### config.mk
export PLATFORM = sky130hd
export DESIGN_NAME = sel_arbiter
export DESIGN_NICKNAME = d
export VERILOG_FILES = /design/src/rtl/sel_arbiter.sv
export SDC_FILE = /design/constraint.sdc
export NUM_CORES = 1
export LEC_CHECK = 0
export CORE_MARGIN = 3
export CORE_UTILIZATION = 30
export CTS_CLUSTER_DIAMETER = 120
export DETAILED_ROUTE_END_ITERATION = 8
export GPL_TIMING_DRIVEN = 0
export MAX_ROUTING_LAYER = met4
export PLACE_DENSITY = 0.69
export RECOVER_POWER = 25
export SKIP_LAST_GASP = 1
export SYNTH_ARGS = -nofsm -noshare
export SYNTH_HDL_FRONTEND = slang
export SYNTH_SLANG_ARGS = --single-unit
### constraint.sdc
create_clock -name clk -period 3.3 [get_ports clk]
set_input_delay 0.495 -clock clk [delete_from_list [all_inputs] [get_ports clk]]
set_output_delay 0.495 -clock clk [all_outputs]
set_load 0.02 [all_outputs]
### src/rtl/sel_arbiter.sv
// sel_arbiter: round-robin arbiter for the shared 2-bit select path.
// Three requesters each present a 2-bit select code. One requester at a
// time is granted, and its code is latched onto sel_out until the owner
// releases the path with done, or drops req.
//
// Ports:
//   clk      rising-edge system clock
//   reset    asynchronous, active-high reset
//   req      [2:0] request per requester (bit i = requester i)
//   code     [5:0] select codes, code[2i+1:2i] belongs to requester i
//   done     [2:0] one-cycle release pulse per requester
//   grant    [2:0] registered one-hot grant
//   sel_out  [1:0] registered shared select value
//   busy     high while any grant is active (== |grant)
//   timeout  one-cycle pulse on a forced release
//
// Optional feature: define SEL_ARB_TIMEOUT_EN to force a release after
// MAX_HOLD cycles in HOLD. Without it, timeout is tied 0 and a grant is
// held until a normal release.
module sel_arbiter #(
   parameter logic [1:0]  DEFAULT_SEL = 2'b00,
   parameter int unsigned MAX_HOLD    = 16
) (
   input  logic       clk,
   input  logic       reset,
   input  logic [2:0] req,
   input  logic [5:0] code,
   input  logic [2:0] done,
   output logic [2:0] grant,
   output logic [1:0] sel_out,
   output logic       busy,
   output logic       timeout
);

   typedef enum logic {IDLE, HOLD} state_t;

   state_t     state, state_n;
   logic [1:0] ptr, ptr_n;
   logic [1:0] owner, owner_n;
   logic [2:0] grant_n;
   logic [1:0] sel_n;
   logic [1:0] cand0, cand1, cand2, winner;
   logic       release_ok;

   if (MAX_HOLD < 1 || MAX_HOLD > 255) begin : g_bad_max_hold
      $error("sel_arbiter: MAX_HOLD must be in 1..255");
   end

`ifdef SEL_ARB_TIMEOUT_EN
   logic [7:0] hold_cnt, hold_cnt_n;
   logic       timeout_n;
`endif

   function automatic logic [1:0] rr_next(input logic [1:0] p);
      return (p == 2'd2) ? 2'd0 : p + 2'd1;
   endfunction

   function automatic logic [1:0] code_of(input logic [5:0] c, input logic [1:0] idx);
      case (idx)
         2'd0:    return c[1:0];
         2'd1:    return c[3:2];
         default: return c[5:4];
      endcase
   endfunction

   always_comb begin
      // Search order starts at ptr and wraps mod 3.
      cand0 = ptr;
      cand1 = rr_next(cand0);
      cand2 = rr_next(cand1);
      if (req[cand0])
         winner = cand0;
      else if (req[cand1])
         winner = cand1;
      else
         winner = cand2;

      // A simultaneous done and req drop is a single release.
      release_ok = done[owner] | ~req[owner];

      state_n = state;
      ptr_n   = ptr;
      owner_n = owner;
      grant_n = grant;
      sel_n   = sel_out;
`ifdef SEL_ARB_TIMEOUT_EN
      hold_cnt_n = hold_cnt;
      timeout_n  = 1'b0;
`endif

      case (state)
         IDLE: begin
            if (|req) begin
               state_n = HOLD;
               owner_n = winner;
               grant_n = 3'b001 << winner;
               sel_n   = code_of(code, winner);
`ifdef SEL_ARB_TIMEOUT_EN
               hold_cnt_n = '0;
`endif
            end
         end
         HOLD: begin
            if (release_ok) begin
               state_n = IDLE;
               grant_n = '0;
               sel_n   = DEFAULT_SEL;
               ptr_n   = rr_next(owner);
            end
`ifdef SEL_ARB_TIMEOUT_EN
            else if (hold_cnt == 8'(MAX_HOLD - 1)) begin
               state_n   = IDLE;
               grant_n   = '0;
               sel_n     = DEFAULT_SEL;
               ptr_n     = rr_next(owner);
               timeout_n = 1'b1;
            end else begin
               hold_cnt_n = hold_cnt + 8'd1;
            end
`endif
         end
         default: begin
            state_n = IDLE;
            grant_n = '0;
            sel_n   = DEFAULT_SEL;
         end
      endcase
   end

   always_ff @(posedge clk or posedge reset) begin
      if (reset) begin
         state   <= IDLE;
         ptr     <= '0;
         owner   <= '0;
         grant   <= '0;
         sel_out <= DEFAULT_SEL;
      end else begin
         state   <= state_n;
         ptr     <= ptr_n;
         owner   <= owner_n;
         grant   <= grant_n;
         sel_out <= sel_n;
      end
   end

`ifdef SEL_ARB_TIMEOUT_EN
   always_ff @(posedge clk or posedge reset) begin
      if (reset) begin
         hold_cnt <= '0;
         timeout  <= 1'b0;
      end else begin
         hold_cnt <= hold_cnt_n;
         timeout  <= timeout_n;
      end
   end
`else
   assign timeout = 1'b0;
`endif

   assign busy = |grant;

endmodule

; ---- Yosys cells after proc, flatten, opt, wreduce, memory -nomap -nowiden
; Index checks and enable logic that the tools add are counted.
[classes]
add_sub_neg = 3
order_cmp = 3
n_eq_ne = 6
n_shift = 1
n_mux = 23
bitwise = 3
reduce_logical = 6
[op_table]
columns = operator, count
row1 = $mux 2, 7
row2 = $lt 2x3->1 const B, 3
row3 = $bmux 1 s2, 4
row4 = $pmux 2 s2, 2
row5 = $add 2x1->2 const B, 3
row6 = $eq 2x2->1 const B, 3
row7 = $mux 1, 6
row8 = $mux 3, 2
row9 = $pmux 3 s2, 1
row10 = $reduce_and 2->1, 3
row11 = $reduce_or 3->1, 2
row12 = $shl 1x2->3 const A, 1
row13 = $eq 2x1->1 const B, 1
row14 = $logic_not 2->1, 1
row15 = $ne 2x1->1 const B, 1
row16 = $ne 2x2->1 const B, 1
row17 = $not 1->1, 2
row18 = $pmux 1 s2, 1
row19 = $or 1x1->1, 1
[totals]
reg_bits = 10
inputBits = 14
out_inout_bits = 7
wordCells = 50

; ---- Logic depth before layout (Yosys ltp)
; Gate-level depths: netlist of the first run.
[depth]
ltp_word = 10
mapped_depth = 4
mapped_depth_nobuf = 4

; ---- Worst setup path before layout of the first run
; OpenSTA, ideal clock, no wires.
[synth_timing]
kind = input -> register
from = input req[2]
to = register sel_out[0]
setup_time_ns = 0.126
t_arrival_ns = 1.651
required_time_ns = 3.174
setup_slack_ns = 1.523
cell_stages = 4
n_path_buf = 0
path_cell_list = nor4bb_1 > or4_4 > and2_4 > a221o_1
[synth_via]
elab_chain_len = 8
word_cells_on_any_way = 19
classes_between = eq/ne (3) / mux (11) / bitwise (2) / reduce/logical (3)
[synth_rtl]
columns = element, line_no
row1 = "start, declared", 26  ; input logic [2:0] req,
row2 = $bmux 1 s2, 73  ; else if (req[cand1])
row3 = $mux 1 (implied by the code), 73
row4 = $mux 2, 73
row5 = $mux 2, 71  ; if (req[cand0])
row6 = $eq 2x1->1 / $logic_not 2->1 (equally long branches), 59  ; case (idx)
row7 = $pmux 2 s2, 59
row8 = $mux 2, 93  ; if (|req) begin
row9 = $pmux 2 s2, 91  ; case (state)
row10 = "end signal, assigned", 142  ; sel_out <= sel_n;
row11 = "end, declared", 30  ; output logic [1:0] sel_out,
; Several ways; a longest one is shown, not always the timed one. The select of a mux whose other input is x is not followed.
; A chain may end at the register's enable or synchronous reset.

; ---- Final worst setup path of the first run
; Same ends and word-level chain as after synthesis.

==> results.sh, run 1 <==
export IMPL_status="completed"
export IMPL_syn_inst=56
export IMPL_synthTopCellsByArea="dfrtp_1 (46%), a21o_1 (5.5%), nor2b_1 (4.6%)"
export IMPL_fin_total_pwr_mw=0.631
export IMPL_cp_max_fo=6
export IMPL_leakage_nw=0.366
export IMPL_viasPerCell=4.80
export IMPL_setup_tns_ns=0
export IMPL_area_growth_pct=44.2
export IMPL_synth_seq_area_share=0.456
export IMPL_synth_seq_cells=10
export IMPL_hpwl_um=997
export IMPL_syn_area_per_cell_um2=9.81
export IMPL_worstSetupPathType="in2reg"
export IMPL_cts_resized_gates=0
export IMPL_die_w_um=48.8
export IMPL_drc=0
export IMPL_fill_cells=160
export IMPL_rows=14
export IMPL_start_util=0.341
export IMPL_fin_crit_ns=2.11
export IMPL_yosysTopAreaCell="dfrtp_1"
export IMPL_ctsHoldBuffers=0
export IMPL_synth_top_family_by_area="simple AND/OR/NAND/NOR gates"
export IMPL_htreeDepth=1
export IMPL_core_mm2=0.00161
export IMPL_wl_mm=1.24
export IMPL_setup_viol=0
export IMPL_worstPathRequired_ns=3.45
export IMPL_cts_buffers=3
export IMPL_slew_viol_final=0
export IMPL_port_buffers=19
export IMPL_postCtsSetupBuffers=0
export IMPL_num_vias=490
export IMPL_drive_gt1_frac=0.0897
export IMPL_synthMuxAreaShare=0
export IMPL_antenna_found_initial=0
export IMPL_fmax_mhz=475
export IMPL_arrival_ns=2.25
export IMPL_power_density_mw_per_mm2=797
export IMPL_fin_skew_ns=0.00406
export IMPL_nets=94
export IMPL_end_kind="flip-flop"
export IMPL_yosys_area_top_type_share=0.456
export IMPL_cts_tree="yes"
export IMPL_die_y_um=48.8
export IMPL_fin_crit_sh=0.638
export IMPL_maxCapViolations=0
export IMPL_cts_root_buf="clkbuf_4"
export IMPL_syn_nets=70
export IMPL_clock_path_buffers=2
export IMPL_grt_pass1_vias=433
export IMPL_min_path_type="reg2reg"
export IMPL_worstSkewPairLatency_ns=0.26
export IMPL_detail_route_iter0_violations=9
export IMPL_overflow=0
export IMPL_grt_use_total=0.114
export IMPL_synthAdderAreaFrac=0
export IMPL_cts_sinks=10
export IMPL_rsz0062_at_grt="no"
export IMPL_synth_compound_area_frac=0.205
export IMPL_whs_ns=0.495
export IMPL_antennaDiodeCount=0
export IMPL_yosysUniqueCellTypes=27
export IMPL_grt_max_degree=11
export IMPL_synth_area_um2=549
export IMPL_ir_worst_vdd_v=0.000404
export IMPL_postRouteAntennaNets=0
export IMPL_grt_pass1_wl_mm=2.00
export IMPL_routabilityCongestion=0.763
export IMPL_ios=21
export IMPL_r2r_slack_ns=1.51
export IMPL_first_pass_iters=4
export IMPL_wire_per_inst_um=12.1
export IMPL_worstSetupStartpointType="primary input"
export IMPL_ys_warn_count=0
export IMPL_synth_xor_area_share=0
export IMPL_yosys_area_share_simple=0.292
export IMPL_die_area_mm2=0.00238
export IMPL_clk_pin_slew_ns=0.06
export IMPL_finalHoldViolCount=0
==> cells by family (layout without fill, tap and decap cells) <==
family	after synthesis	count (layout)
buf+inv	5	27
compound gates	15	15
flops	10	10
simple gates	25	25
other cells	1	1
==> cell type report <==
type,count,area (µm²),area share
multi-input combinational,41,277,0.349
tap,24,30.0,0.0379
sequential,10,250,0.316
inverter,4,15.0,0.0190
timing repair buffer,19,190,0.240
buffer,1,7.51,0.00948
clock buffer,3,22.5,0.0284
==> sequential cells by signal, indices dropped and copies added, names as in the netlist <==
name,count
state,1
sel_out,2
grant,3
cand0,2
owner,2
==> per-layer routing <==
layer / vias up / track usage / share of wire
li1: 245 / - / -
met1: 222 / 0.151 / 0.47
met2: 21 / 0.161 / 0.46
met3: 2 / 0.0489 / 0.074
met4: 0 / 0.0284 / 0.0032
met5: - / - / 0
==> path summary, 6_finish.rpt <==
kind                                            from                     end  depth (start not counted)
worst max-delay path                          req[2]  sel_out[0]$_DFFE_PP0P_                          5
worst min-delay path            grant[1]$_DFFE_PP0P_    grant[1]$_DFFE_PP0P_                          1
worst max register to register  owner[1]$_DFFE_PP0P_  sel_out[0]$_DFFE_PP0P_                          4
worst min register to register  grant[1]$_DFFE_PP0P_    grant[1]$_DFFE_PP0P_                          1
max in group asynchronous                      reset    grant[2]$_DFFE_PP0P_                          2
min in group asynchronous                      reset  sel_out[0]$_DFFE_PP0P_                          2
==> stage by stage <==
step	setup slack [ns]	util	area (µm²)	cells
3_3_place_gp	0.923	0.477	769	99
6_report	1.19	0.491	792	102
3_5_place_dp	0.926	0.477	769	99
4_1_cts	1.20	0.491	792	102
5_1_grt	1.15	0.491	792	102
2_1_floorplan	1.52	-	549	56
==> power breakdown <==
part,leakage [nW],switching [mW],internal (mW),total (mW)
clock,0.0138,0.0371,0.0419,0.0789
sequential,0.127,0.0580,0.177,0.235
combinational,0.225,0.142,0.175,0.317
total,0.366,0.237,0.394,0.631
==> critical path, stage by stage <==
cell	delay, ns
clkdlybuf4s50_1	0.49
nor4bb_1	0.17
or4_4	0.55
and2_4	0.20
a221o_1	0.34
==> cell usage after synthesis (all sizes together) <==
library cell  count
a21bo             1
a21boi            1
a21o              4
a21oi             1
a221o             2
a31oi             1
and2              1
buf               1
conb              1
dfrtp            10
inv               4
nand2             5
nand2b            3
nand3b            2
nand4b            1
nor2              2
nor2b             4
nor3              1
nor4b             1
nor4bb            2
o21ai             1
o221ai            1
o22ai             2
o31ai             1
or2               1
or3               1
or4               1
==> cell usage in the layout (no fill, tap or decap), drive strengths merged <==
cell type | Yosys | layout
clkdlybuf4s50 | 0 | 18
inv | 4 | 4
buf | 1 | 1
nand3b | 2 | 2
dlygate4sd3 | 0 | 1
a21oi | 1 | 1
conb | 1 | 1
nor2 | 2 | 2
or2 | 1 | 1
a221o | 2 | 2
o21ai | 1 | 1
a21o | 4 | 4
a21boi | 1 | 1
nor4b | 1 | 1
nand2 | 5 | 5
o31ai | 1 | 1
a21bo | 1 | 1
nor2b | 4 | 4
or3 | 1 | 1
clkbuf | 0 | 3
nand2b | 3 | 3
or4 | 1 | 1
and2 | 1 | 1
o221ai | 1 | 1
dfrtp | 10 | 10
nor4bb | 2 | 2
nor3 | 1 | 1
a31oi | 1 | 1
o22ai | 2 | 2
nand4b | 1 | 1
(Power assumes the default switching activity.)
==> inputs of run 2 (changes only) <==
--- a/config.mk
+++ b/config.mk
@@ -11,7 +11,7 @@
 export DETAILED_ROUTE_END_ITERATION = 8
 export GPL_TIMING_DRIVEN = 0
 export MAX_ROUTING_LAYER = met4
-export PLACE_DENSITY = 0.69
+export PLACE_DENSITY = 0.72
 export RECOVER_POWER = 25
 export SKIP_LAST_GASP = 1
 export SYNTH_ARGS = -nofsm -noshare
==> constraint.sdc (replaced) <==
create_clock -name clk -period 1.9 [get_ports clk]
set_input_delay 0.285 -clock clk [delete_from_list [all_inputs] [get_ports clk]]
set_output_delay 0.285 -clock clk [all_outputs]
set_load 0.02 [all_outputs]
==> run 2 against run 1 <==
- utilization increased by 1.3 points
- flip-flop and latch count stayed put
- cell area grew 2.7%
- sequential power is 75% higher
- sequential share of layout area is 0.83 points lower
==> results.sh, run 2 (synthesis gave the netlist of run 1 again) <==
export IMPL_crit_slowest_cell="clkdlybuf4s50_1"
export IMPL_arrival_ns=1.97
export IMPL_cts_tree="yes"
export IMPL_ios=21
export IMPL_cts_root_buf="clkbuf_4"
export IMPL_status="completed"
export IMPL_finalHoldViolCount=0
export IMPL_fin_skew_ns=0.00492
export IMPL_fin_total_pwr_mw=1.15
export IMPL_worstSetupPathType="in2reg"
export IMPL_detail_route_iter0_violations=6
export IMPL_cpPeakStageDelay_ns=0.49
export IMPL_clk_pin_slew_ns=0.07
export IMPL_pwr_share_clk=0.163
export IMPL_rows=14
export IMPL_ctsHoldBuffers=0
export IMPL_whs_ns=0.425
export IMPL_pre_cts_ws_ns=-0.266
export IMPL_p_sw_mw=0.428
export IMPL_p_int_mw=0.724
export IMPL_grt_use_met3=0.0489
export IMPL_nets=94
export IMPL_die_w_um=48.8
export IMPL_postRouteAntennaNets=0
export IMPL_largest_register_ffs=3
export IMPL_clock_path_buffers=2
export IMPL_grt_use_total=0.115
export IMPL_grt_max_degree=11
export IMPL_antennaDiodeCount=0
export IMPL_die_y_um=48.8
export IMPL_worstSkewPairLatency_ns=0.26
export IMPL_grtUsageMet2=0.183
export IMPL_drive_gt1_frac=0.101
export IMPL_use_met1=0.140
export IMPL_overflow=0
export IMPL_antenna_found_initial=0
export IMPL_setup_viol=0
export IMPL_start_util=0.341
export IMPL_grt_pass1_vias=456
export IMPL_power_density_mw_per_mm2=1420
export IMPL_port_buffers=19
export IMPL_worstPathBufferInverterCount=1
export IMPL_power_frac_seq=0.357
export IMPL_largest_register="grant"
export IMPL_min_path_type="in2async"
export IMPL_maxCapViolations=0
export IMPL_fin_ws_ns=0.0793
export IMPL_swShare=0.371
export IMPL_die_area_mm2=0.00238
export IMPL_p_comb_frac=0.480
export IMPL_path_cells="clkdlybuf4s50_1, nor4b_1, or4_4, and2_4, a221o_1"
export IMPL_wire_per_inst_um=12.1
export IMPL_cts_sinks=10
export IMPL_drc=0
export IMPL_worstSetupStartpointType="primary input"
export IMPL_fin_crit_ns=1.82
export IMPL_leakage_nw=0.402
export IMPL_cp_top_family="simple AND/OR/NAND/NOR gates"
export IMPL_r2r_cells=4
export IMPL_hpwl_um=951
export IMPL_worstPathRequired_ns=2.05
export IMPL_area_growth_pct=48.1
export IMPL_fin_crit_sh=0.958
export IMPL_routabilityCongestion=0.763
export IMPL_cts_buffers=3
export IMPL_htreeDepth=1
export IMPL_post_dp_cell_area_um2=769
export IMPL_rsz0062_at_grt="no"
export IMPL_first_pass_iters=4
export IMPL_cp_max_fo=6
export IMPL_reg2reg_from="owner[1]$_DFFE_PP0P_"
export IMPL_wl_mm=1.25
export IMPL_ir_worst_vdd_v=0.000857
export IMPL_slew_viol_final=0
export IMPL_grt_pass1_wl_mm=2.10
export IMPL_final_common_cell="clkdlybuf4s50_1"
export IMPL_final_cell_mix="clkdlybuf4s50_1 (15), dfrtp_1 (10), nand2_1 (5)"
export IMPL_grt_busiest_layer="met2"
export IMPL_end_kind="flip-flop"
export IMPL_reg2reg_to="sel_out[0]$_DFFE_PP0P_"
export IMPL_viasPerCell=4.78
export IMPL_core_mm2=0.00161
export IMPL_design_area_um2=813
export IMPL_r2r_slack_ns=0.08
export IMPL_fmax_mhz=549
export IMPL_num_vias=492
[run 2: changes by cell type in the layout (fill, tap and decap cells not counted), sizes merged]
cell           delta
clkbuf            +1
clkdlybuf4s50     -3
dlymetal6s2s      +3
[run 2: cell type report]
type,count,area (µm²)
inverter,4,15.0
multi-input combinational,41,277
sequential,10,250
buffer,1,7.51
fill,163,798
clock buffer,4,36.3
tap,24,30.0
timing repair buffer,19,198
[run 2: routing by layer]
metal	wire length (µm)	up-vias
met1	576	227
met2	593	15
met3	77	2
met4	4	0
met5	0	-
li1	-	248
[run 2: repair_timing]
| action | 4_1_cts | 5_1_grt |
|---|---|---|
| endpoints found under the setup margin | 0 | 3 |
| resized for setup | 0 | 3 |
| buffers inserted | 0 | 0 |
[run 2: power groups by stage]
stage	clock network (mW)	logic (mW)	registers, mW
2_1_floorplan	0	0.315	0.440
3_5_place_dp	0	0.551	0.412
5_1_grt	0.205	0.597	0.433
3_3_place_gp	0	0.551	0.410
4_1_cts	0.191	0.561	0.411
6_report	0.188	0.552	0.412
[run 2: metrics by stage]
step	util	cells	TNS [ns]
after global placement	0.477	99	-0.851
after CTS	0.500	103	0
after floorplan	-	56	0
final	0.505	103	0
after global routing	0.505	103	0
after detailed placement	0.477	99	-0.821
[run 2: how the worst max path moves through the flow]
stage | cells after the start | slack, ns | from | endpoint
3_5_place_dp | 5 | -0.27 | req[2] | sel_out[0]$_DFFE_PP0P_
5_1_grt | 4 | 0.04 | owner[1]$_DFFE_PP0P_ | sel_out[1]$_DFFE_PP0P_
2_1_floorplan | 4 | 0.19 | owner[1]$_DFFE_PP0P_ | sel_out[0]$_DFFE_PP0P_
4_1_cts | 5 | 0.009 | req[2] | sel_out[0]$_DFFE_PP0P_
6_report | 5 | 0.08 | req[0] | sel_out[0]$_DFFE_PP0P_
3_3_place_gp | 5 | -0.27 | req[2] | sel_out[0]$_DFFE_PP0P_
==> inputs of run 3 (changes only) <==
--- a/config.mk
+++ b/config.mk
@@ -5,6 +5,7 @@
 export SDC_FILE = /design/constraint.sdc
 export NUM_CORES = 1
 export LEC_CHECK = 0
+export CAP_MARGIN = 10
 export CORE_MARGIN = 3
 export CORE_UTILIZATION = 30
 export CTS_CLUSTER_DIAMETER = 120
==> results of run 3 <==
Same layout as run 2: the final DEF is identical, and so are final timing and power.
==> variant, RTL diff (settings of run 3) <==
Add a define of `SEL_ARB_TIMEOUT_EN`.
--- a/src/rtl/sel_arbiter.sv
+++ b/src/rtl/sel_arbiter.sv
@@ -19,2 +19,4 @@
 // held until a normal release.
+`define SEL_ARB_TIMEOUT_EN
+
 module sel_arbiter #(
Check against the original RTL: same outputs for any inputs over 10 cycles, from zero or initial values and one cycle with reset high; that may be too few to reach the edited logic, so the function may still have changed.
==> variant against run 3 <==
Area after synthesis rose by 96%. Power grew 48%. Non-clock buffer count is 3 higher. Routed wire length rose by 91%. Largest power group unchanged. Sequential cell count increased by 9. Design area is 69% higher. Register-to-register slack improved by 0.06 ns. Highest routed layer unchanged. Worst setup slack improved by 0.054 ns.
==> variant: results (changes against run 3) <==
Placement
  • Post-DP HPWL: 1770 um (+86%)
  • Routability cong.: 0.785 (+2.9%)
  • Placed cells: 174 (+76%)
  • Placed Area: 0.00133 sq mm (+73%)
  • PortBufs: 20 (+1)

Route
  • Met3 Wirelength: 152 um (+97%)
  • Avg WL per Cell: 13.4 um (+11%)
  • Vias/cell: 5.16 (+8.1%)
  • Top sig layer: met4
  • Wire length on met2: 1150 um (+94%)
  • Pre-antenna DRT Iters: 4 (unchanged)
  • Drt initial violations: 74 (+68)
  • Met1 WL: 1060 um (+83%)

CTS
  • # resized after CTS: 3 (+3)
  • Post CTS Setup Buffer Count: 0 (unchanged)
  • Clock buffer depth: 2 (unchanged)
  • Clock slew at reported path FFs: 0.11 ns (+0.04 ns)
  • Root Buffer: clkbuf_4
  • Num CTS Buffers: 3 (unchanged)
  • H-tree depth: 1 (unchanged)
  • Clock latency on the worst-skew pair: 0.30 ns (+0.04 ns)

Cells and area
  • Share of layout cells above drive strength 1: 12.1% (+2.0 points)
  • Total Nets Final: 148 (+57%)
  • Non-filler cells, final: 178 (+73%)
  • # diodes: 0 (unchanged)
  • Regs by FF count: hold_cnt: 8 flops, grant: 3 flops

Synth
  • Post-synth ARST share: 100% (unchanged)
  • Syn nets: 123 (+76%)
  • Share of the yosys chip area belonging to registers: 44.2% (-1.4 points)
  • Commonest cells post-synth: 19 x dfrtp_1, 18 x nand2_1, 6 x mux2i_1, 5 x inv_1, 5 x nand3_1
  • Synth area leaders: dfrtp_1 44%, nand2_1 6.3%, mux2i_1 5.6%, nand3b_1 2.8%, o31ai_1 2.8%
  • Post-synth cell types: 38 (+41%)
  • EDFF count, synth: 0 (unchanged)
  • Average cell area after synthesis: 9.96 sq um (+1.6%)
  • Yosys warning count: 0 (unchanged)

Global route
  • Largest net degree at the start of global routing: 20 (+9)
  • Routing usage on met1: 14.8% (+0.76 points)
  • Vias in the first global route: 896 (+96%)
  • First-pass GRT wire length: 4080 um (+95%)
  • Met2 Use GR: 21.3% (+3.0 points)
  • Grt met3 use: 2.72% (-2.2 points)
  • Initial antenna violation count: 0 (unchanged)
  • GRT Total Usage: 12.6% (+1.1 points)

Timing
  • Slew @ Worst Pin: between 0.6 and 0.7 ns
  • Final clock skew: 0.00272 ns (-0.00219 ns)
  • Worst hold slack: 0.507 ns (+0.0826 ns)
  • Slew Limit Fails: 0 (unchanged)

Pwr
  • Pleak: 0.603 nW (+50%)
  • VDD IR-drop max: 0.366 mV (-57%)
  • Cell-internal power: 988 uW (+37%)

Setup path
  • Crit path DAT: ~2.0 ns
  • Worst Path Max Fanout: 7 (+1)

Min path
  • Hold Crit Class: in2async

Status
  • Outcome: complete, no violations
[variant: worst max-delay path: stages]
cell and delay (ns):
clkdlybuf4s50_1 0.61, mux2i_1 0.14, o22ai_1 0.46, a21oi_4 0.17, mux2_2 0.30
[variant: per-stage QoR]
step                      power (mW)  utilization (%)  worst slack [ns]  setup TNS, ns
after floorplan                 1.23                -             0.254              0
after global placement          1.49             39.4            -0.337          -3.67
after detailed placement        1.52             39.4            -0.387          -4.23
after CTS                       1.72             40.5             0.150              0
after global routing            1.85             40.5           0.00444              0
final                           1.70             40.5             0.133              0
[variant: final cells by class]
cell class | instances | area, sq um
buffer | 3 | 21.3
clock buffer | 3 | 22.5
clock inverter | 1 | 5.00
fill | 327 | 2020
inverter | 5 | 18.8
multi-input combinational | 81 | 572
sequential | 19 | 475
tap | 46 | 57.6
timing repair buffer | 20 | 199
[variant: kinds of logic (layout without fill, tap and decap cells)]
family | count (synthesis) | after routing | share of synthesized area [%]
flops | 19 | 19 | 44.2
simple gates | 48 | 48 | 24.0
mux | 9 | 9 | 8.95
fa+ha+maj | 1 | 1 | 1.16
buf+inv | 8 | 32 | 3.72
compound gates | 23 | 23 | 18.0
[variant: worst paths after layout]
kind	to	depth (start not counted)	start	slack [ns]
max in group asynchronous	hold_cnt[7]	2	reset	0.97
hold reg to reg	hold_cnt[7]	1	hold_cnt[7]	0.51
setup / recovery	cand0[0]	5	req[2]	0.13
hold / removal	sel_out[1]	2	reset	0.51
setup reg to reg	cand0[0]	5	hold_cnt[0]	0.14
min in group clk	hold_cnt[7]	1	hold_cnt[7]	0.51
[variant: power by group through the flow]
stage	clock, mW	sequential (mW)	combinational (mW)
floorplan	0	0.669	0.558
global placement	0	0.631	0.861
detailed placement	0	0.638	0.878
CTS	0.213	0.629	0.875
global route	0.233	0.654	0.959
finish	0.205	0.631	0.867
